File: src/rtl/fma_dot_sequencer_if.sv
// Bundle between the dot-product sequencer, its operand/result clients and the shared FMA unit.
// The sequencer uses the slave modport; the surrounding environment uses master.
interface fma_dot_sequencer_if #(
  parameter int FMA_LAT = 3,
  parameter int LEN_W   = 8
);
  localparam int S     = FMA_LAT + 1;
  localparam int TAG_W = (S > 1) ? $clog2(S) : 1;

  logic             start;
  logic [LEN_W-1:0] len;
  logic             busy;
  logic             in_valid;
  logic             in_ready;
  logic [31:0]      in_a;
  logic [31:0]      in_b;
  logic             fma_valid;
  logic [31:0]      fma_f0;
  logic [31:0]      fma_f1;
  logic [31:0]      fma_acc;
  logic [TAG_W-1:0] fma_tag;
  logic             fma_res_valid;
  logic [31:0]      fma_res;
  logic [TAG_W-1:0] fma_res_tag;
  logic             fma_inf;
  logic             res_valid;
  logic             res_ready;
  logic [31:0]      res;
  logic             res_inf;

  modport slave (
    input  start, len, in_valid, in_a, in_b,
    input  fma_res_valid, fma_res, fma_res_tag, fma_inf, res_ready,
    output busy, in_ready, fma_valid, fma_f0, fma_f1, fma_acc, fma_tag,
    output res_valid, res, res_inf
  );

  modport master (
    output start, len, in_valid, in_a, in_b,
    output fma_res_valid, fma_res, fma_res_tag, fma_inf, res_ready,
    input  busy, in_ready, fma_valid, fma_f0, fma_f1, fma_acc, fma_tag,
    input  res_valid, res, res_inf
  );
endinterface

File: src/rtl/fma_dot_sequencer.sv
// Length-K dot product on one shared pipelined FMA using FMA_LAT+1 rotating partial sums.
// Optional sticky infinity flag: define FMA_SEQ_STICKY_INF_EN.
module fma_dot_sequencer #(
  parameter int FMA_LAT = 3,
  parameter int LEN_W   = 8
) (
  input logic                clk,
  input logic                rst_n,
  fma_dot_sequencer_if.slave bus
);
  localparam int S     = FMA_LAT + 1;
  localparam int TAG_W = (S > 1) ? $clog2(S) : 1;

  localparam logic [2:0] ST_IDLE   = 3'd0;
  localparam logic [2:0] ST_ISSUE  = 3'd1;
  localparam logic [2:0] ST_DRAIN  = 3'd2;
  localparam logic [2:0] ST_REDUCE = 3'd3;
  localparam logic [2:0] ST_DONE   = 3'd4;

  localparam logic [31:0] FP_ONE = 32'h3F80_0000;

  logic [2:0]         state_q, state_d;
  logic [S-1:0][31:0] part_q, part_d;
  logic [S-1:0]       infl_q, infl_d;
  logic [LEN_W-1:0]   cnt_q, cnt_d;
  logic [LEN_W-1:0]   len_q, len_d;
  logic [TAG_W-1:0]   ptr_q, ptr_d;
  logic [TAG_W-1:0]   j_q, j_d;
  logic               wait_q, wait_d;
  logic [31:0]        total_q, total_d;
  logic               busy_q, busy_d;
  logic               fv_q, fv_d;
  logic [31:0]        f0_q, f0_d;
  logic [31:0]        f1_q, f1_d;
  logic [31:0]        acc_q, acc_d;
  logic [TAG_W-1:0]   tag_q, tag_d;
  logic               rv_q, rv_d;
  logic [31:0]        res_q, res_d;
  logic               in_ready_s;

  // A slot only accepts a new operand once its previous result has come back.
  assign in_ready_s = (state_q == ST_ISSUE) && !infl_q[ptr_q];

  // Next-state and datapath-request logic.
  always_comb begin
    state_d = state_q;
    part_d  = part_q;
    infl_d  = infl_q;
    cnt_d   = cnt_q;
    len_d   = len_q;
    ptr_d   = ptr_q;
    j_d     = j_q;
    wait_d  = wait_q;
    total_d = total_q;
    busy_d  = busy_q;
    fv_d    = 1'b0;
    f0_d    = f0_q;
    f1_d    = f1_q;
    acc_d   = acc_q;
    tag_d   = tag_q;
    rv_d    = rv_q;
    res_d   = res_q;

    if (bus.fma_res_valid) begin
      part_d[bus.fma_res_tag] = bus.fma_res;
      infl_d[bus.fma_res_tag] = 1'b0;
    end else begin
      part_d = part_d;
    end

    case (state_q)
      ST_IDLE: begin
        if (bus.start) begin
          part_d = '0;
          infl_d = '0;
          cnt_d  = '0;
          ptr_d  = '0;
          len_d  = bus.len;
          busy_d = 1'b1;
          if (bus.len == '0) begin
            state_d = ST_DONE;
            rv_d    = 1'b1;
            res_d   = 32'h0000_0000;
          end else begin
            state_d = ST_ISSUE;
          end
        end else begin
          state_d = ST_IDLE;
        end
      end
      ST_ISSUE: begin
        if (bus.in_valid && in_ready_s) begin
          fv_d          = 1'b1;
          f0_d          = bus.in_a;
          f1_d          = bus.in_b;
          acc_d         = part_q[ptr_q];
          tag_d         = ptr_q;
          infl_d[ptr_q] = 1'b1;
          ptr_d         = (ptr_q == TAG_W'(S - 1)) ? '0 : ptr_q + TAG_W'(1);
          cnt_d         = cnt_q + LEN_W'(1);
          if ((cnt_q + LEN_W'(1)) == len_q) begin
            state_d = ST_DRAIN;
          end else begin
            state_d = ST_ISSUE;
          end
        end else begin
          state_d = ST_ISSUE;
        end
      end
      ST_DRAIN: begin
        if (infl_q == '0) begin
          state_d = ST_REDUCE;
          total_d = part_q[0];
          j_d     = TAG_W'(1);
          wait_d  = 1'b0;
        end else begin
          state_d = ST_DRAIN;
        end
      end
      ST_REDUCE: begin
        // Serial fold: total = partial[j] * 1.0 + total, one round trip per slot.
        if (!wait_q) begin
          fv_d   = 1'b1;
          f0_d   = part_q[j_q];
          f1_d   = FP_ONE;
          acc_d  = total_q;
          tag_d  = '0;
          wait_d = 1'b1;
        end else if (bus.fma_res_valid) begin
          total_d = bus.fma_res;
          wait_d  = 1'b0;
          if (j_q == TAG_W'(S - 1)) begin
            state_d = ST_DONE;
            rv_d    = 1'b1;
            res_d   = bus.fma_res;
          end else begin
            j_d = j_q + TAG_W'(1);
          end
        end else begin
          wait_d = wait_q;
        end
      end
      ST_DONE: begin
        if (bus.res_ready) begin
          state_d = ST_IDLE;
          rv_d    = 1'b0;
          busy_d  = 1'b0;
        end else begin
          state_d = ST_DONE;
        end
      end
      default: begin
        state_d = ST_IDLE;
      end
    endcase
  end

  // State and output registers.
  always_ff @(posedge clk or negedge rst_n) begin
    if (!rst_n) begin
      state_q <= ST_IDLE;
      part_q  <= '0;
      infl_q  <= '0;
      cnt_q   <= '0;
      len_q   <= '0;
      ptr_q   <= '0;
      j_q     <= '0;
      wait_q  <= 1'b0;
      total_q <= 32'h0000_0000;
      busy_q  <= 1'b0;
      fv_q    <= 1'b0;
      f0_q    <= 32'h0000_0000;
      f1_q    <= 32'h0000_0000;
      acc_q   <= 32'h0000_0000;
      tag_q   <= '0;
      rv_q    <= 1'b0;
      res_q   <= 32'h0000_0000;
    end else begin
      state_q <= state_d;
      part_q  <= part_d;
      infl_q  <= infl_d;
      cnt_q   <= cnt_d;
      len_q   <= len_d;
      ptr_q   <= ptr_d;
      j_q     <= j_d;
      wait_q  <= wait_d;
      total_q <= total_d;
      busy_q  <= busy_d;
      fv_q    <= fv_d;
      f0_q    <= f0_d;
      f1_q    <= f1_d;
      acc_q   <= acc_d;
      tag_q   <= tag_d;
      rv_q    <= rv_d;
      res_q   <= res_d;
    end
  end

  assign bus.busy      = busy_q;
  assign bus.in_ready  = in_ready_s;
  assign bus.fma_valid = fv_q;
  assign bus.fma_f0    = f0_q;
  assign bus.fma_f1    = f1_q;
  assign bus.fma_acc   = acc_q;
  assign bus.fma_tag   = tag_q;
  assign bus.res_valid = rv_q;
  assign bus.res       = res_q;

`ifdef FMA_SEQ_STICKY_INF_EN
  logic inf_q, inf_d;

  // Sticky OR of the infinity flag over every result of the current operation.
  always_comb begin
    inf_d = inf_q;
    if ((state_q == ST_IDLE) && bus.start) begin
      inf_d = 1'b0;
    end else if (bus.fma_res_valid && bus.fma_inf) begin
      inf_d = 1'b1;
    end else begin
      inf_d = inf_q;
    end
  end

  // Sticky infinity register.
  always_ff @(posedge clk or negedge rst_n) begin
    if (!rst_n) begin
      inf_q <= 1'b0;
    end else begin
      inf_q <= inf_d;
    end
  end

  assign bus.res_inf = inf_q;
`else
  logic unused_inf_s;
  assign unused_inf_s = bus.fma_inf;
  assign bus.res_inf  = 1'b0;
`endif
endmodule

File: src/flat_wrapper.sv
// flat-port wrapper written by rule: the top's interface ports become plain ports
module fma_dot_sequencer_flat 
#(
  parameter int FMA_LAT = 3,
  parameter int LEN_W   = 8
)
  (clk, rst_n, bus_start, bus_len, bus_in_valid, bus_in_a, bus_in_b, bus_fma_res_valid, bus_fma_res, bus_fma_res_tag, bus_fma_inf, bus_res_ready, bus_busy, bus_in_ready, bus_fma_valid, bus_fma_f0, bus_fma_f1, bus_fma_acc, bus_fma_tag, bus_res_valid, bus_res, bus_res_inf);
  fma_dot_sequencer_if #(.FMA_LAT(FMA_LAT), .LEN_W(LEN_W)) bus_i ();
  input logic clk;
  input logic rst_n;
  input wire logic [$bits(bus_i.start)-1:0] bus_start;
  input wire logic [$bits(bus_i.len)-1:0] bus_len;
  input wire logic [$bits(bus_i.in_valid)-1:0] bus_in_valid;
  input wire logic [$bits(bus_i.in_a)-1:0] bus_in_a;
  input wire logic [$bits(bus_i.in_b)-1:0] bus_in_b;
  input wire logic [$bits(bus_i.fma_res_valid)-1:0] bus_fma_res_valid;
  input wire logic [$bits(bus_i.fma_res)-1:0] bus_fma_res;
  input wire logic [$bits(bus_i.fma_res_tag)-1:0] bus_fma_res_tag;
  input wire logic [$bits(bus_i.fma_inf)-1:0] bus_fma_inf;
  input wire logic [$bits(bus_i.res_ready)-1:0] bus_res_ready;
  output wire logic [$bits(bus_i.busy)-1:0] bus_busy;
  output wire logic [$bits(bus_i.in_ready)-1:0] bus_in_ready;
  output wire logic [$bits(bus_i.fma_valid)-1:0] bus_fma_valid;
  output wire logic [$bits(bus_i.fma_f0)-1:0] bus_fma_f0;
  output wire logic [$bits(bus_i.fma_f1)-1:0] bus_fma_f1;
  output wire logic [$bits(bus_i.fma_acc)-1:0] bus_fma_acc;
  output wire logic [$bits(bus_i.fma_tag)-1:0] bus_fma_tag;
  output wire logic [$bits(bus_i.res_valid)-1:0] bus_res_valid;
  output wire logic [$bits(bus_i.res)-1:0] bus_res;
  output wire logic [$bits(bus_i.res_inf)-1:0] bus_res_inf;
  assign bus_i.start = bus_start;
  assign bus_i.len = bus_len;
  assign bus_i.in_valid = bus_in_valid;
  assign bus_i.in_a = bus_in_a;
  assign bus_i.in_b = bus_in_b;
  assign bus_i.fma_res_valid = bus_fma_res_valid;
  assign bus_i.fma_res = bus_fma_res;
  assign bus_i.fma_res_tag = bus_fma_res_tag;
  assign bus_i.fma_inf = bus_fma_inf;
  assign bus_i.res_ready = bus_res_ready;
  assign bus_busy = bus_i.busy;
  assign bus_in_ready = bus_i.in_ready;
  assign bus_fma_valid = bus_i.fma_valid;
  assign bus_fma_f0 = bus_i.fma_f0;
  assign bus_fma_f1 = bus_i.fma_f1;
  assign bus_fma_acc = bus_i.fma_acc;
  assign bus_fma_tag = bus_i.fma_tag;
  assign bus_res_valid = bus_i.res_valid;
  assign bus_res = bus_i.res;
  assign bus_res_inf = bus_i.res_inf;
  fma_dot_sequencer #(.FMA_LAT(FMA_LAT), .LEN_W(LEN_W)) u_core (.clk(clk), .rst_n(rst_n), .bus(bus_i));
endmodule
File: config.mk
export PLATFORM = sky130hd
export DESIGN_NAME = fma_dot_sequencer_flat
export DESIGN_NICKNAME = d
export VERILOG_FILES = /design/src/rtl/fma_dot_sequencer_if.sv /design/src/rtl/fma_dot_sequencer.sv /design/src/flat_wrapper.sv
export SDC_FILE = /design/constraint.sdc
export NUM_CORES = 1
export LEC_CHECK = 0
export CAP_MARGIN = 20
export CORE_MARGIN = 2
export CORE_UTILIZATION = 30
export CTS_BUF_LIST = sky130_fd_sc_hd__clkbuf_8
export DETAILED_ROUTE_END_ITERATION = 10
export PLACE_DENSITY = 0.6
export REMOVE_ABC_BUFFERS = 1
export SLEW_MARGIN = 30
export SYNTH_ARGS = -nofsm -noshare
export SYNTH_HDL_FRONTEND = slang
export SYNTH_SLANG_ARGS = --single-unit
File: constraint.sdc
create_clock -name clk -period 6.6 [get_ports clk]
set_input_delay 1.32 -clock clk [delete_from_list [all_inputs] [get_ports clk]]
set_output_delay 1.32 -clock clk [all_outputs]
set_load 0.05 [all_outputs]
==> results of run 1 <==
-- per-layer routing --
metal | GRT usage | wire length (um)
met1 | 0.229 | 19300
met2 | 0.297 | 22500
met3 | 0.0392 | 2850
met4 | 0.0630 | 1340
met5 | 0 | 0
-- worst paths after layout --
check	start	cells after the start	slack [ns]	end
max in group asynchronous	rst_n	2	4.54	u_core.part_q[107]
min in group asynchronous	rst_n	1	0.71	u_core.bus.res[16]
setup reg to reg	u_core.ptr_q[0]	8	2.64	u_core.bus.fma_acc[22]
setup / recovery	u_core.ptr_q[0]	3	2.01	bus_in_ready
hold / removal	u_core.bus.fma_f1[23]	2	0.47	u_core.bus.fma_f1[23]
hold reg to reg	u_core.bus.fma_f1[23]	2	0.47	u_core.bus.fma_f1[23]
-- Yosys cell counts (2+ instances only) --
cell type	n
sky130_fd_sc_hd__a21oi_1	129
sky130_fd_sc_hd__a22o_1	32
sky130_fd_sc_hd__a22oi_1	2
sky130_fd_sc_hd__a31oi_1	98
sky130_fd_sc_hd__a32o_1	2
sky130_fd_sc_hd__and2_1	6
sky130_fd_sc_hd__buf_1	8
sky130_fd_sc_hd__buf_2	4
sky130_fd_sc_hd__buf_4	3
sky130_fd_sc_hd__buf_6	12
sky130_fd_sc_hd__clkbuf_1	100
sky130_fd_sc_hd__dfrtp_1	321
sky130_fd_sc_hd__ha_1	6
sky130_fd_sc_hd__inv_1	6
sky130_fd_sc_hd__mux4_2	65
sky130_fd_sc_hd__nand2_1	554
sky130_fd_sc_hd__nand3_1	31
sky130_fd_sc_hd__nand3b_1	3
sky130_fd_sc_hd__nand4_1	2
sky130_fd_sc_hd__nor2_1	113
sky130_fd_sc_hd__nor3b_1	3
sky130_fd_sc_hd__o21a_1	3
sky130_fd_sc_hd__o21ai_0	25
sky130_fd_sc_hd__o31ai_1	8
sky130_fd_sc_hd__or2_2	3
sky130_fd_sc_hd__or3_1	2
sky130_fd_sc_hd__or4_1	2
sky130_fd_sc_hd__xnor2_1	10
sky130_fd_sc_hd__xor2_1	3
-- worst reg2reg max path, stage by stage, from the launching register on --
cell                       delay (ns)
sky130_fd_sc_hd__dfrtp_4         1.00
sky130_fd_sc_hd__mux4_2          0.66
sky130_fd_sc_hd__or3_1           0.51
sky130_fd_sc_hd__o21a_1          0.16
sky130_fd_sc_hd__buf_4           0.25
sky130_fd_sc_hd__clkinv_4        0.71
sky130_fd_sc_hd__buf_4           0.39
sky130_fd_sc_hd__nor2_1          0.06
sky130_fd_sc_hd__a31oi_1         0.13
-- power by group through the flow --
stage	logic (uW)	registers [uW]	clock network [uW]
after floorplan	1880	4260	0
after global placement	4220	3280	0
after detailed placement	4290	3330	0
after CTS	4290	3300	2010
after global routing	4610	3400	2100
final	4250	3290	1940
-- flip-flops by register name (all words and copies together) (netlist names) --
register              flops
u_core.bus.res           32
u_core.ptr_q              2
u_core.bus.res_valid      1
u_core.bus.fma_acc       32
u_core.total_q           32
u_core.bus.fma_f1        32
u_core.bus.busy           1
u_core.bus.fma_valid      1
u_core.bus.fma_tag        2
u_core.state_q            3
u_core.part_q           128
u_core.infl_q             4
u_core.bus.fma_f0        32
u_core.j_q                2
u_core.cnt_q              8
u_core.wait_q             1
u_core.len_q              8
-- area by class of cell --
type / count / area share
diodes: 1 / 0.000131
clock buffers: 75 / 0.0538
flip-flops and latches: 321 / 0.420
repair buffers: 264 / 0.138
well taps: 664 / 0.0433
inverters: 7 / 0.00163
clock inverters: 29 / 0.00914
multi-input cells: 1116 / 0.334
-- stage by stage --
step / utilization / power, uW
global placement: 0.365 / 7500
global route: 0.390 / 10100
finish: 0.390 / 9490
detailed placement: 0.365 / 7610
floorplan: - / 6140
CTS: 0.390 / 9600
-- logic make-up after synthesis --
kind of cell | count (synthesis) | synth area share
AO/OA/AOI/OAI | 305 | 0.122
multiplexers | 65 | 0.0977
XOR/XNOR | 13 | 0.00760
other | 1 | 0.000250
adder cells (fa/ha/maj) | 6 | 0.00501
AND/OR/NAND/NOR | 726 | 0.190
flip-flops | 321 | 0.536
buffers and inverters | 134 | 0.0410
==> impl_metrics.prom, run 1 <==
# TYPE chip_impl_metric gauge
chip_impl_metric{name="drt_iter0_markers",unit=""} 757
chip_impl_metric{name="synth_edf_count",unit=""} 0
chip_impl_metric{name="clk_path_buf_depth",unit=""} 3
chip_impl_metric{name="fin_area",unit="um2"} 19200
chip_impl_metric{name="ys.warnings.count",unit=""} 0
chip_impl_metric{name="synth_cells",unit=""} 1571
chip_impl_metric{name="dp.cells",unit=""} 2371
chip_impl_metric{name="fill_cells",unit=""} 4864
chip_impl_metric{name="synth.yosys.seq_area_share",unit=""} 0.536
chip_impl_metric{name="final-seq-area",unit="um2"} 8050
chip_impl_info{name="worst_path_max_delay_cell",value="sky130_fd_sc_hd__dfrtp_4"} 1
chip_impl_info{name="worstPathCellList",value="mux4_2, nor2_1, clkdlybuf4s50_1"} 1
chip_impl_metric{name="grt_pass1_vias",unit=""} 12315
chip_impl_metric{name="dr.pass1.iters",unit=""} 6
chip_impl_metric{name="max_slew.worst_pin.slew",unit="ns"} 0.988
chip_impl_metric{name="grt.overflow.total",unit=""} 0
chip_impl_info{name="result_of_the_run",value="complete, no violations"} 1
chip_impl_metric{name="power.share.clock",unit=""} 0.205
chip_impl_metric{name="flow.area_growth_from_synthesis",unit="%"} 27.9
chip_impl_metric{name="multi_input_area",unit="um2"} 6410
chip_impl_info{name="final_common_cell",value="sky130_fd_sc_hd__nand2_1"} 1
chip_impl_metric{name="p_int",unit="uW"} 5380
chip_impl_metric{name="io_buffer_count",unit=""} 245
chip_impl_metric{name="globalRouteTotalUtil",unit=""} 0.178
chip_impl_metric{name="finalMaxSlewViolations",unit=""} 0
chip_impl_metric{name="numCtsBuffers",unit=""} 59
chip_impl_metric{name="yosys_register_bits",unit=""} 321
chip_impl_metric{name="timing.critical_path.fanout_max",unit=""} 38
chip_impl_metric{name="clkTransAtPathRegs",unit="ns"} 0.06
chip_impl_metric{name="fin_cells",unit=""} 2477
chip_impl_metric{name="netSwitchingFraction",unit=""} 0.433
chip_impl_metric{name="wl_per_cell",unit="um"} 18.6
chip_impl_info{name="synth_top_cells_by_area",value="sky130_fd_sc_hd__dfrtp_1, sky130_fd_sc_hd__nand2_1, sky130_fd_sc_hd__mux4_2, sky130_fd_sc_hd__a21oi_1, sky130_fd_sc_hd__a31oi_1"} 1
chip_impl_metric{name="unique_masters_post_synth",unit=""} 44
chip_impl_metric{name="total_switching_power",unit="uW"} 4110
chip_impl_metric{name="initial_antenna_violation_count",unit=""} 1
chip_impl_metric{name="die-width",unit="um"} 228
chip_impl_metric{name="syn_area_per_cell",unit="um2"} 9.54
chip_impl_info{name="critPathTopFamily",value="flip-flops"} 1
chip_impl_info{name="top_ff_cell_synth",value="sky130_fd_sc_hd__dfrtp_1"} 1
chip_impl_metric{name="num_vias",unit=""} 12354
chip_impl_metric{name="drive_above_1_share",unit=""} 0.103
chip_impl_metric{name="seq_pwr_share",unit=""} 0.347
chip_impl_metric{name="critical_path_arrival",unit="ns"} 3.27
chip_impl_metric{name="worst_ir_drop_vdd",unit="V"} 0.000239
chip_impl_info{name="clock_tree.root_cell",value="sky130_fd_sc_hd__clkbuf_8"} 1
chip_impl_info{name="rsz0062_at_grt",value="false"} 1
chip_impl_metric{name="syn_area",unit="um2"} 15000
chip_impl_metric{name="netlist.area_leader.share",unit=""} 0.536
chip_impl_metric{name="dpl_worst_slack",unit="ns"} 2.28
chip_impl_metric{name="achievable-frequency",unit="GHz"} 0.218
chip_impl_metric{name="antenna_violating_nets_post_route",unit=""} 0
chip_impl_metric{name="fin_setup_tns",unit="ns"} 0
chip_impl_info{name="cts_tree",value="done"} 1
chip_impl_metric{name="hpwl",unit="mm"} 27.3
chip_impl_metric{name="grt_pass1_wl",unit="mm"} 70.8
chip_impl_metric{name="timing.final.ws_setup",unit="ns"} 2.01
chip_impl_info{name="cp-start-kind",value="flip-flop"} 1
chip_impl_metric{name="hold_ws",unit="ns"} 0.470
chip_impl_metric{name="max_cap_violations",unit=""} 0
chip_impl_info{name="timing.hold.worst.class",value="reg -> reg"} 1
chip_impl_metric{name="cts_hold_buffers",unit=""} 0
chip_impl_metric{name="total_placed_instance_area",unit="um2"} 17900
chip_impl_metric{name="detail_route.vias_per_cell",unit=""} 4.99
chip_impl_metric{name="numClockSinks",unit=""} 321
chip_impl_metric{name="ctsHtreeMaxLevel",unit=""} 2
chip_impl_metric{name="placement_rows",unit=""} 81
chip_impl_metric{name="coreArea",unit="um2"} 49200
chip_impl_metric{name="synth_async_sr_flop_share",unit=""} 1.00
chip_impl_metric{name="share_comb_of_total_power",unit=""} 0.448
chip_impl_info{name="layout.cells.most_common_list",value="sky130_fd_sc_hd__nand2_1, sky130_fd_sc_hd__dfrtp_1, sky130_fd_sc_hd__clkdlybuf4s50_1"} 1
chip_impl_metric{name="post-route-drc-count",unit=""} 0
chip_impl_metric{name="die_height",unit="um"} 228
chip_impl_metric{name="wl",unit="mm"} 46.0
chip_impl_metric{name="routabilityCongestion",unit=""} 0.819
chip_impl_metric{name="design.final.nets",unit=""} 1888
chip_impl_metric{name="cellLeakagePower",unit="uW"} 0.00803
chip_impl_metric{name="initial_utilization",unit=""} 0.305
chip_impl_metric{name="cp_slowest_stage_delay",unit="ns"} 1.00
chip_impl_metric{name="fin_worst_skew",unit="ns"} 0.0351
chip_impl_metric{name="final_min_period_over_clock_period",unit=""} 0.696
chip_impl_metric{name="final-setup-viol-count",unit=""} 0
chip_impl_metric{name="floorplan.die_area",unit="um2"} 51800
chip_impl_metric{name="pin_count",unit=""} 248
chip_impl_metric{name="max_slew_margin",unit=""} 0.341
chip_impl_info{name="synthDominantAreaCellType",value="sky130_fd_sc_hd__dfrtp_1"} 1
chip_impl_metric{name="grt_max_degree",unit=""} 147
chip_impl_metric{name="post-route-min-period",unit="ns"} 4.59
chip_impl_metric{name="cts.repair.resized",unit=""} 0
chip_impl_info{name="endpoint_kind",value="output pin"} 1
chip_impl_metric{name="finalHoldViolCount",unit=""} 0
chip_impl_metric{name="worstPathBufferInverterCount",unit=""} 1
chip_impl_metric{name="clock_insertion_delay_worst_skew",unit="ns"} 0.65
chip_impl_metric{name="cp.required",unit="ns"} 5.28
chip_impl_metric{name="p_per_area",unit="nW/um2"} 495
chip_impl_metric{name="cts.repair_timing.setup_buffer_count",unit=""} 0
chip_impl_info{name="worstSetupPathType",value="reg -> out"} 1
No activity file was read; power rests on OpenSTA's default activity.
==> run 2, diff against run 1 <==
==> constraint.sdc (replaced) <==
create_clock -name clk -period 4.7 [get_ports clk]
set_input_delay 0.94 -clock clk [delete_from_list [all_inputs] [get_ports clk]]
set_output_delay 0.94 -clock clk [all_outputs]
set_load 0.05 [all_outputs]
==> impl_metrics.prom, run 2 (same netlist as run 1, synthesis figures left out) <==
# TYPE chip_impl_metric gauge
chip_impl_metric{name="multi_input_area",unit="um2"} 6420
chip_impl_metric{name="coreArea",unit="um2"} 49200
chip_impl_metric{name="fill_cells",unit=""} 4830
chip_impl_info{name="register_containing_the_most_flip_flops_in_the_final_layout",value="u_core.part_q"} 1
chip_impl_metric{name="flow.area_growth_from_synthesis",unit="%"} 28.2
chip_impl_metric{name="p_int",unit="uW"} 7420
chip_impl_metric{name="fin_worst_skew",unit="ns"} 0.0221
chip_impl_metric{name="total_placed_instance_area",unit="um2"} 18100
chip_impl_metric{name="flip_flop_count_of_the_largest_register_all_copies_and_words_added",unit=""} 128
chip_impl_metric{name="seq_pwr_share",unit=""} 0.338
chip_impl_info{name="worst_path_max_delay_cell",value="sky130_fd_sc_hd__clkdlybuf4s50_1"} 1
chip_impl_metric{name="power.share.clock",unit=""} 0.191
chip_impl_metric{name="clock_insertion_delay_worst_skew",unit="ns"} 0.65
chip_impl_metric{name="post-route-min-period",unit="ns"} 3.66
chip_impl_metric{name="clkTransAtPathRegs",unit="ns"} 0.06
chip_impl_metric{name="grt_pass1_vias",unit=""} 12465
chip_impl_metric{name="pin_count",unit=""} 248
chip_impl_metric{name="hpwl",unit="mm"} 28.7
chip_impl_metric{name="achievable-frequency",unit="GHz"} 0.273
chip_impl_metric{name="num_vias",unit=""} 12251
chip_impl_metric{name="die_height",unit="um"} 228
chip_impl_metric{name="fin_area",unit="um2"} 19200
chip_impl_info{name="result_of_the_run",value="complete, no violations"} 1
chip_impl_info{name="critPathTopFamily",value="buffers and inverters"} 1
chip_impl_metric{name="cp.required",unit="ns"} 3.76
chip_impl_metric{name="post-route-drc-count",unit=""} 0
chip_impl_info{name="layout.cells.most_common_list",value="sky130_fd_sc_hd__nand2_1, sky130_fd_sc_hd__dfrtp_1, sky130_fd_sc_hd__clkdlybuf4s50_1"} 1
chip_impl_info{name="timing.hold.worst.class",value="in -> async"} 1
chip_impl_metric{name="numCtsBuffers",unit=""} 56
chip_impl_metric{name="io_buffer_count",unit=""} 245
chip_impl_metric{name="max_slew_margin",unit=""} 0.359
chip_impl_metric{name="globalRouteTotalUtil",unit=""} 0.180
chip_impl_metric{name="grt_max_degree",unit=""} 109
chip_impl_metric{name="drive_above_1_share",unit=""} 0.105
chip_impl_metric{name="cts.repair.resized",unit=""} 0
chip_impl_info{name="worstPathCellList",value="or3b_1, nor2_1, clkdlybuf4s50_1"} 1
chip_impl_metric{name="final_min_period_over_clock_period",unit=""} 0.779
chip_impl_info{name="endpoint_kind",value="output pin"} 1
chip_impl_metric{name="detail_route.vias_per_cell",unit=""} 4.95
chip_impl_metric{name="worst_ir_drop_vdd",unit="V"} 0.000304
chip_impl_metric{name="wl_per_cell",unit="um"} 18.7
chip_impl_metric{name="share_comb_of_total_power",unit=""} 0.471
chip_impl_metric{name="grt_pass1_wl",unit="mm"} 71.7
chip_impl_metric{name="netSwitchingFraction",unit=""} 0.437
chip_impl_metric{name="final-setup-viol-count",unit=""} 0
chip_impl_metric{name="initial_utilization",unit=""} 0.305
chip_impl_metric{name="finalHoldViolCount",unit=""} 0
chip_impl_info{name="cts_tree",value="done"} 1
chip_impl_metric{name="total_switching_power",unit="uW"} 5760
chip_impl_metric{name="hold_ws",unit="ns"} 0.355
chip_impl_metric{name="cp_slowest_stage_delay",unit="ns"} 0.82
chip_impl_metric{name="placement_rows",unit=""} 81
chip_impl_metric{name="wl",unit="mm"} 46.2
chip_impl_info{name="worstSetupPathType",value="reg -> out"} 1
chip_impl_info{name="final_common_cell",value="sky130_fd_sc_hd__nand2_1"} 1
chip_impl_metric{name="cts_hold_buffers",unit=""} 0
chip_impl_metric{name="grt.overflow.total",unit=""} 0
chip_impl_metric{name="die-width",unit="um"} 228
chip_impl_metric{name="floorplan.die_area",unit="um2"} 51800
chip_impl_info{name="clock_tree.root_cell",value="sky130_fd_sc_hd__clkbuf_8"} 1
chip_impl_metric{name="clk_path_buf_depth",unit=""} 3
chip_impl_info{name="rsz0062_at_grt",value="false"} 1
chip_impl_metric{name="p_per_area",unit="nW/um2"} 686
chip_impl_metric{name="timing.critical_path.fanout_max",unit=""} 12
chip_impl_metric{name="routabilityCongestion",unit=""} 0.805
chip_impl_metric{name="final-seq-area",unit="um2"} 8040
chip_impl_metric{name="critical_path_arrival",unit="ns"} 2.72
chip_impl_metric{name="max_slew.worst_pin.slew",unit="ns"} 0.961
chip_impl_metric{name="initial_antenna_violation_count",unit=""} 1
chip_impl_metric{name="antenna_violating_nets_post_route",unit=""} 0
chip_impl_metric{name="finalMaxSlewViolations",unit=""} 0
chip_impl_info{name="cp-start-kind",value="flip-flop"} 1
chip_impl_metric{name="numClockSinks",unit=""} 321
chip_impl_metric{name="worstPathBufferInverterCount",unit=""} 1
chip_impl_metric{name="max_cap_violations",unit=""} 0
chip_impl_metric{name="dr.pass1.iters",unit=""} 5
chip_impl_metric{name="cts.repair_timing.setup_buffer_count",unit=""} 0
chip_impl_metric{name="cellLeakagePower",unit="uW"} 0.00803
chip_impl_metric{name="design.final.nets",unit=""} 1895
chip_impl_metric{name="drt_iter0_markers",unit=""} 758
chip_impl_metric{name="ctsHtreeMaxLevel",unit=""} 2
## run 2: changes by cell type in the layout (fill, tap and decap cells not counted), moves of 2 or more
cell / before / now
sky130_fd_sc_hd__buf_4: 14 / 18
sky130_fd_sc_hd__buf_16: 0 / 2
sky130_fd_sc_hd__buf_12: 3 / 8
sky130_fd_sc_hd__buf_6: 2 / 0
sky130_fd_sc_hd__inv_1: 27 / 24
sky130_fd_sc_hd__clkbuf_8: 75 / 68
## run 2: worst register-to-register path, cell delays in order, from the launching register on
cell and delay, ns:
sky130_fd_sc_hd__dfrtp_1 0.54, sky130_fd_sc_hd__or3b_1 0.57, sky130_fd_sc_hd__or3_1 0.49, sky130_fd_sc_hd__o21a_1 0.17, sky130_fd_sc_hd__buf_4 0.25, sky130_fd_sc_hd__clkinv_4 0.32, sky130_fd_sc_hd__buf_4 0.42, sky130_fd_sc_hd__nor2_1 0.08
sky130_fd_sc_hd__a31oi_1 0.16
## run 2: area by class of cell
class                      instances  share of cell area
sequential                       321               0.418
multi-input combinational       1116               0.334
timing repair buffer             274               0.147
clock buffer                      68              0.0487
tap                              664              0.0432
clock inverter                    26             0.00710
inverter                           7             0.00163
antenna                            1            0.000130
## run 2: final timing paths
check                                            from                endpoint  slack (ns)  cells after the start
max in group asynchronous                       rst_n    u_core.bus.fma_f0[5]        3.27                      2
min in group clk                u_core.bus.fma_f1[26]   u_core.bus.fma_f1[26]        0.46                      2
worst min-delay path                            rst_n      u_core.bus.res[16]        0.36                      1
worst max register to register      u_core.state_q[2]  u_core.bus.fma_acc[29]        1.62                      8
worst min register to register  u_core.bus.fma_f1[26]   u_core.bus.fma_f1[26]        0.46                      2
worst max-delay path                u_core.state_q[2]            bus_in_ready        1.04                      3
## run 2: per-layer routing
metal / global-route usage / part of all wire
met5: 0 / 0
met4: 0.0582 / 0.023
met3: 0.0403 / 0.055
met2: 0.307 / 0.50
met1: 0.227 / 0.43
## run 2: power by group through the flow
stage,Combinational (uW),Clock [uW],Sequential [uW]
floorplan,2640,0,5980
global placement,6190,0,4420
detailed placement,6280,0,4490
CTS,6300,2610,4450
global route,6750,2730,4590
finish,6210,2520,4450
## run 2: stage by stage
stage,setup WS (ns),total power (uW),TNS (ns),utilization,instances
after floorplan,-9.22,8620,-1072.11,-,1444
after global placement,1.20,10600,0,0.367,2378
after detailed placement,1.19,10800,0,0.369,2382
after CTS,0.988,13300,0,0.391,2476
after global routing,0.913,14100,0,0.391,2477
final,1.04,13200,0,0.391,2477
==> run 3, diff against run 2 <==
--- a/config.mk
+++ b/config.mk
@@ -10,7 +10,7 @@
 export CORE_UTILIZATION = 30
 export CTS_BUF_LIST = sky130_fd_sc_hd__clkbuf_8
 export DETAILED_ROUTE_END_ITERATION = 10
-export PLACE_DENSITY = 0.6
+export PLACE_DENSITY = 0.62
 export REMOVE_ABC_BUFFERS = 1
 export SLEW_MARGIN = 30
 export SYNTH_ARGS = -nofsm -noshare
==> constraint.sdc (replaced) <==
create_clock -name clk -period 3.2 [get_ports clk]
set_input_delay 0.64 -clock clk [delete_from_list [all_inputs] [get_ports clk]]
set_output_delay 0.64 -clock clk [all_outputs]
set_load 0.05 [all_outputs]
==> impl_metrics.prom, run 3 (same netlist as run 1, synthesis figures left out) <==
# TYPE chip_impl_metric gauge
chip_impl_metric{name="fin_worst_skew",unit="ns"} 0.0207
chip_impl_metric{name="io_buffer_count",unit=""} 245
chip_impl_metric{name="finish.utilization",unit=""} 0.395
chip_impl_metric{name="initial_antenna_violation_count",unit=""} 1
chip_impl_info{name="cts_tree",value="done"} 1
chip_impl_metric{name="grt.overflow.total",unit=""} 0
chip_impl_metric{name="numClockSinks",unit=""} 321
chip_impl_metric{name="netSwitchingFraction",unit=""} 0.435
chip_impl_metric{name="dp.cells",unit=""} 2393
chip_impl_metric{name="grt_pass1_vias",unit=""} 12446
chip_impl_metric{name="placement_rows",unit=""} 81
chip_impl_metric{name="share_comb_of_total_power",unit=""} 0.468
chip_impl_metric{name="antenna_violating_nets_post_route",unit=""} 0
chip_impl_metric{name="total_switching_power",unit="uW"} 8520
chip_impl_metric{name="clkTransAtPathRegs",unit="ns"} 0.06
chip_impl_metric{name="cts.repair.resized",unit=""} 0
chip_impl_info{name="final_common_cell",value="sky130_fd_sc_hd__nand2_1"} 1
chip_impl_metric{name="final_min_period_over_clock_period",unit=""} 0.844
chip_impl_metric{name="ctsHtreeMaxLevel",unit=""} 2
chip_impl_metric{name="finalHoldViolCount",unit=""} 0
chip_impl_metric{name="max_cap_violations",unit=""} 0
chip_impl_metric{name="initial_utilization",unit=""} 0.305
chip_impl_info{name="layout.cells.most_common_list",value="sky130_fd_sc_hd__nand2_1, sky130_fd_sc_hd__dfrtp_1, sky130_fd_sc_hd__clkdlybuf4s50_1"} 1
chip_impl_metric{name="drive_above_1_share",unit=""} 0.115
chip_impl_metric{name="achievable-frequency",unit="GHz"} 0.370
chip_impl_metric{name="hpwl",unit="mm"} 29.0
chip_impl_metric{name="coreArea",unit="um2"} 49200
chip_impl_metric{name="final-setup-viol-count",unit=""} 0
chip_impl_metric{name="dpl_worst_slack",unit="ns"} 0.294
chip_impl_info{name="clock_tree.root_cell",value="sky130_fd_sc_hd__clkbuf_8"} 1
chip_impl_info{name="result_of_the_run",value="complete, no violations"} 1
chip_impl_metric{name="max_slew_margin",unit=""} 0.419
chip_impl_metric{name="finalMaxSlewViolations",unit=""} 0
chip_impl_metric{name="p_int",unit="uW"} 11000
chip_impl_metric{name="power.total",unit="uW"} 19600
chip_impl_metric{name="pin_count",unit=""} 248
chip_impl_metric{name="num_vias",unit=""} 12462
chip_impl_metric{name="wl",unit="mm"} 46.7
chip_impl_metric{name="critical_path_arrival",unit="ns"} 3.26
chip_impl_metric{name="post-route-drc-count",unit=""} 0
chip_impl_metric{name="cts.repair_timing.setup_buffer_count",unit=""} 0
chip_impl_metric{name="cts_hold_buffers",unit=""} 0
chip_impl_info{name="endpoint_kind",value="flip-flop"} 1
chip_impl_metric{name="detail_route.vias_per_cell",unit=""} 5.00
chip_impl_metric{name="seq_pwr_share",unit=""} 0.336
chip_impl_info{name="worstSetupPathType",value="reg -> reg"} 1
chip_impl_metric{name="flip_flop_count_of_the_largest_register_all_copies_and_words_added",unit=""} 128
chip_impl_metric{name="hold_ws",unit="ns"} 0.0689
chip_impl_metric{name="timing.critical_path.fanout_max",unit=""} 31
chip_impl_metric{name="die-width",unit="um"} 228
chip_impl_metric{name="clock_insertion_delay_worst_skew",unit="ns"} 0.66
chip_impl_metric{name="globalRouteTotalUtil",unit=""} 0.182
chip_impl_info{name="register_containing_the_most_flip_flops_in_the_final_layout",value="u_core.part_q"} 1
chip_impl_metric{name="p_per_area",unit="nW/um2"} 1010
chip_impl_metric{name="post-route-min-period",unit="ns"} 2.70
chip_impl_metric{name="numCtsBuffers",unit=""} 58
chip_impl_metric{name="timing.final.ws_setup",unit="ns"} 0.499
chip_impl_info{name="rsz0062_at_grt",value="false"} 1
chip_impl_metric{name="cp.required",unit="ns"} 3.76
chip_impl_metric{name="drt_iter0_markers",unit=""} 880
chip_impl_metric{name="fin_cells",unit=""} 2494
chip_impl_metric{name="dr.pass1.iters",unit=""} 5
chip_impl_metric{name="design.final.nets",unit=""} 1908
chip_impl_metric{name="flow.area_growth_from_synthesis",unit="%"} 29.5
chip_impl_metric{name="floorplan.die_area",unit="um2"} 51800
chip_impl_metric{name="wl_per_cell",unit="um"} 18.7
chip_impl_metric{name="power.share.clock",unit=""} 0.197
chip_impl_metric{name="routabilityCongestion",unit=""} 0.796
chip_impl_metric{name="cellLeakagePower",unit="uW"} 0.00812
chip_impl_metric{name="grt_pass1_wl",unit="mm"} 72.3
chip_impl_metric{name="clk_path_buf_depth",unit=""} 3
chip_impl_metric{name="worst_ir_drop_vdd",unit="V"} 0.000471
chip_impl_metric{name="max_slew.worst_pin.slew",unit="ns"} 0.872
chip_impl_info{name="timing.hold.worst.class",value="in -> async"} 1
chip_impl_metric{name="grt_max_degree",unit=""} 141
chip_impl_info{name="cp-start-kind",value="flip-flop"} 1
chip_impl_metric{name="die_height",unit="um"} 228
[run 3: critical path, cell delays in order, from the launching register on]
cell                       delay, ns
sky130_fd_sc_hd__dfrtp_1        0.52
sky130_fd_sc_hd__or3b_1         0.54
sky130_fd_sc_hd__or3_1          0.49
sky130_fd_sc_hd__o21a_1         0.21
sky130_fd_sc_hd__clkinv_4       0.25
sky130_fd_sc_hd__buf_4          0.34
sky130_fd_sc_hd__nor2_1         0.08
sky130_fd_sc_hd__a31oi_1        0.15
[run 3: power groups by stage]
stage	registers [uW]	logic, uW	clock network [uW]
final	6570	9150	3840
after global routing	6760	9900	4170
after CTS	6570	9240	3980
after detailed placement	6630	9240	0
after global placement	6530	9060	0
after floorplan	8680	3720	0
[run 3: stage by stage]
stage | cell area, um2 | TNS (ns)
3_3_place_gp | 18300 | 0
4_1_cts | 19400 | 0
3_5_place_dp | 18300 | 0
5_1_grt | 19400 | 0
2_1_floorplan | 14400 | -1424.84
6_report | 19400 | 0
[run 3: per-layer routing]
layer	vias up	routed length, um	GRT usage
met2	383	23100	0.312
met1	6191	19900	0.231
met4	0	1100	0.0580
li1	5805	-	-
met5	-	0	0
met3	83	2570	0.0360
[run 3: final cells by class]
cell class / instances / area (um2)
diodes: 1 / 2.50
inverters: 7 / 31.3
flip-flops and latches: 321 / 8040
repair buffers: 285 / 2960
clock buffers: 75 / 1030
clock inverters: 25 / 111
fillers: 4853 / 29700
multi-input cells: 1116 / 6400
well taps: 664 / 831
[run 3: worst paths after layout]
path / start / end / slack [ns] / depth (start not counted)
setup / recovery: u_core.state_q[2] / u_core.bus.fma_f0[8] / 0.50 / 7
hold / removal: rst_n / u_core.total_q[23] / 0.07 / 1
setup reg to reg: u_core.state_q[2] / u_core.bus.fma_f0[8] / 0.50 / 7
hold reg to reg: u_core.bus.fma_f1[18] / u_core.bus.fma_f1[18] / 0.46 / 2
max in group asynchronous: rst_n / u_core.bus.res[17] / 2.31 / 2
min in group clk: u_core.bus.fma_f1[18] / u_core.bus.fma_f1[18] / 0.46 / 2
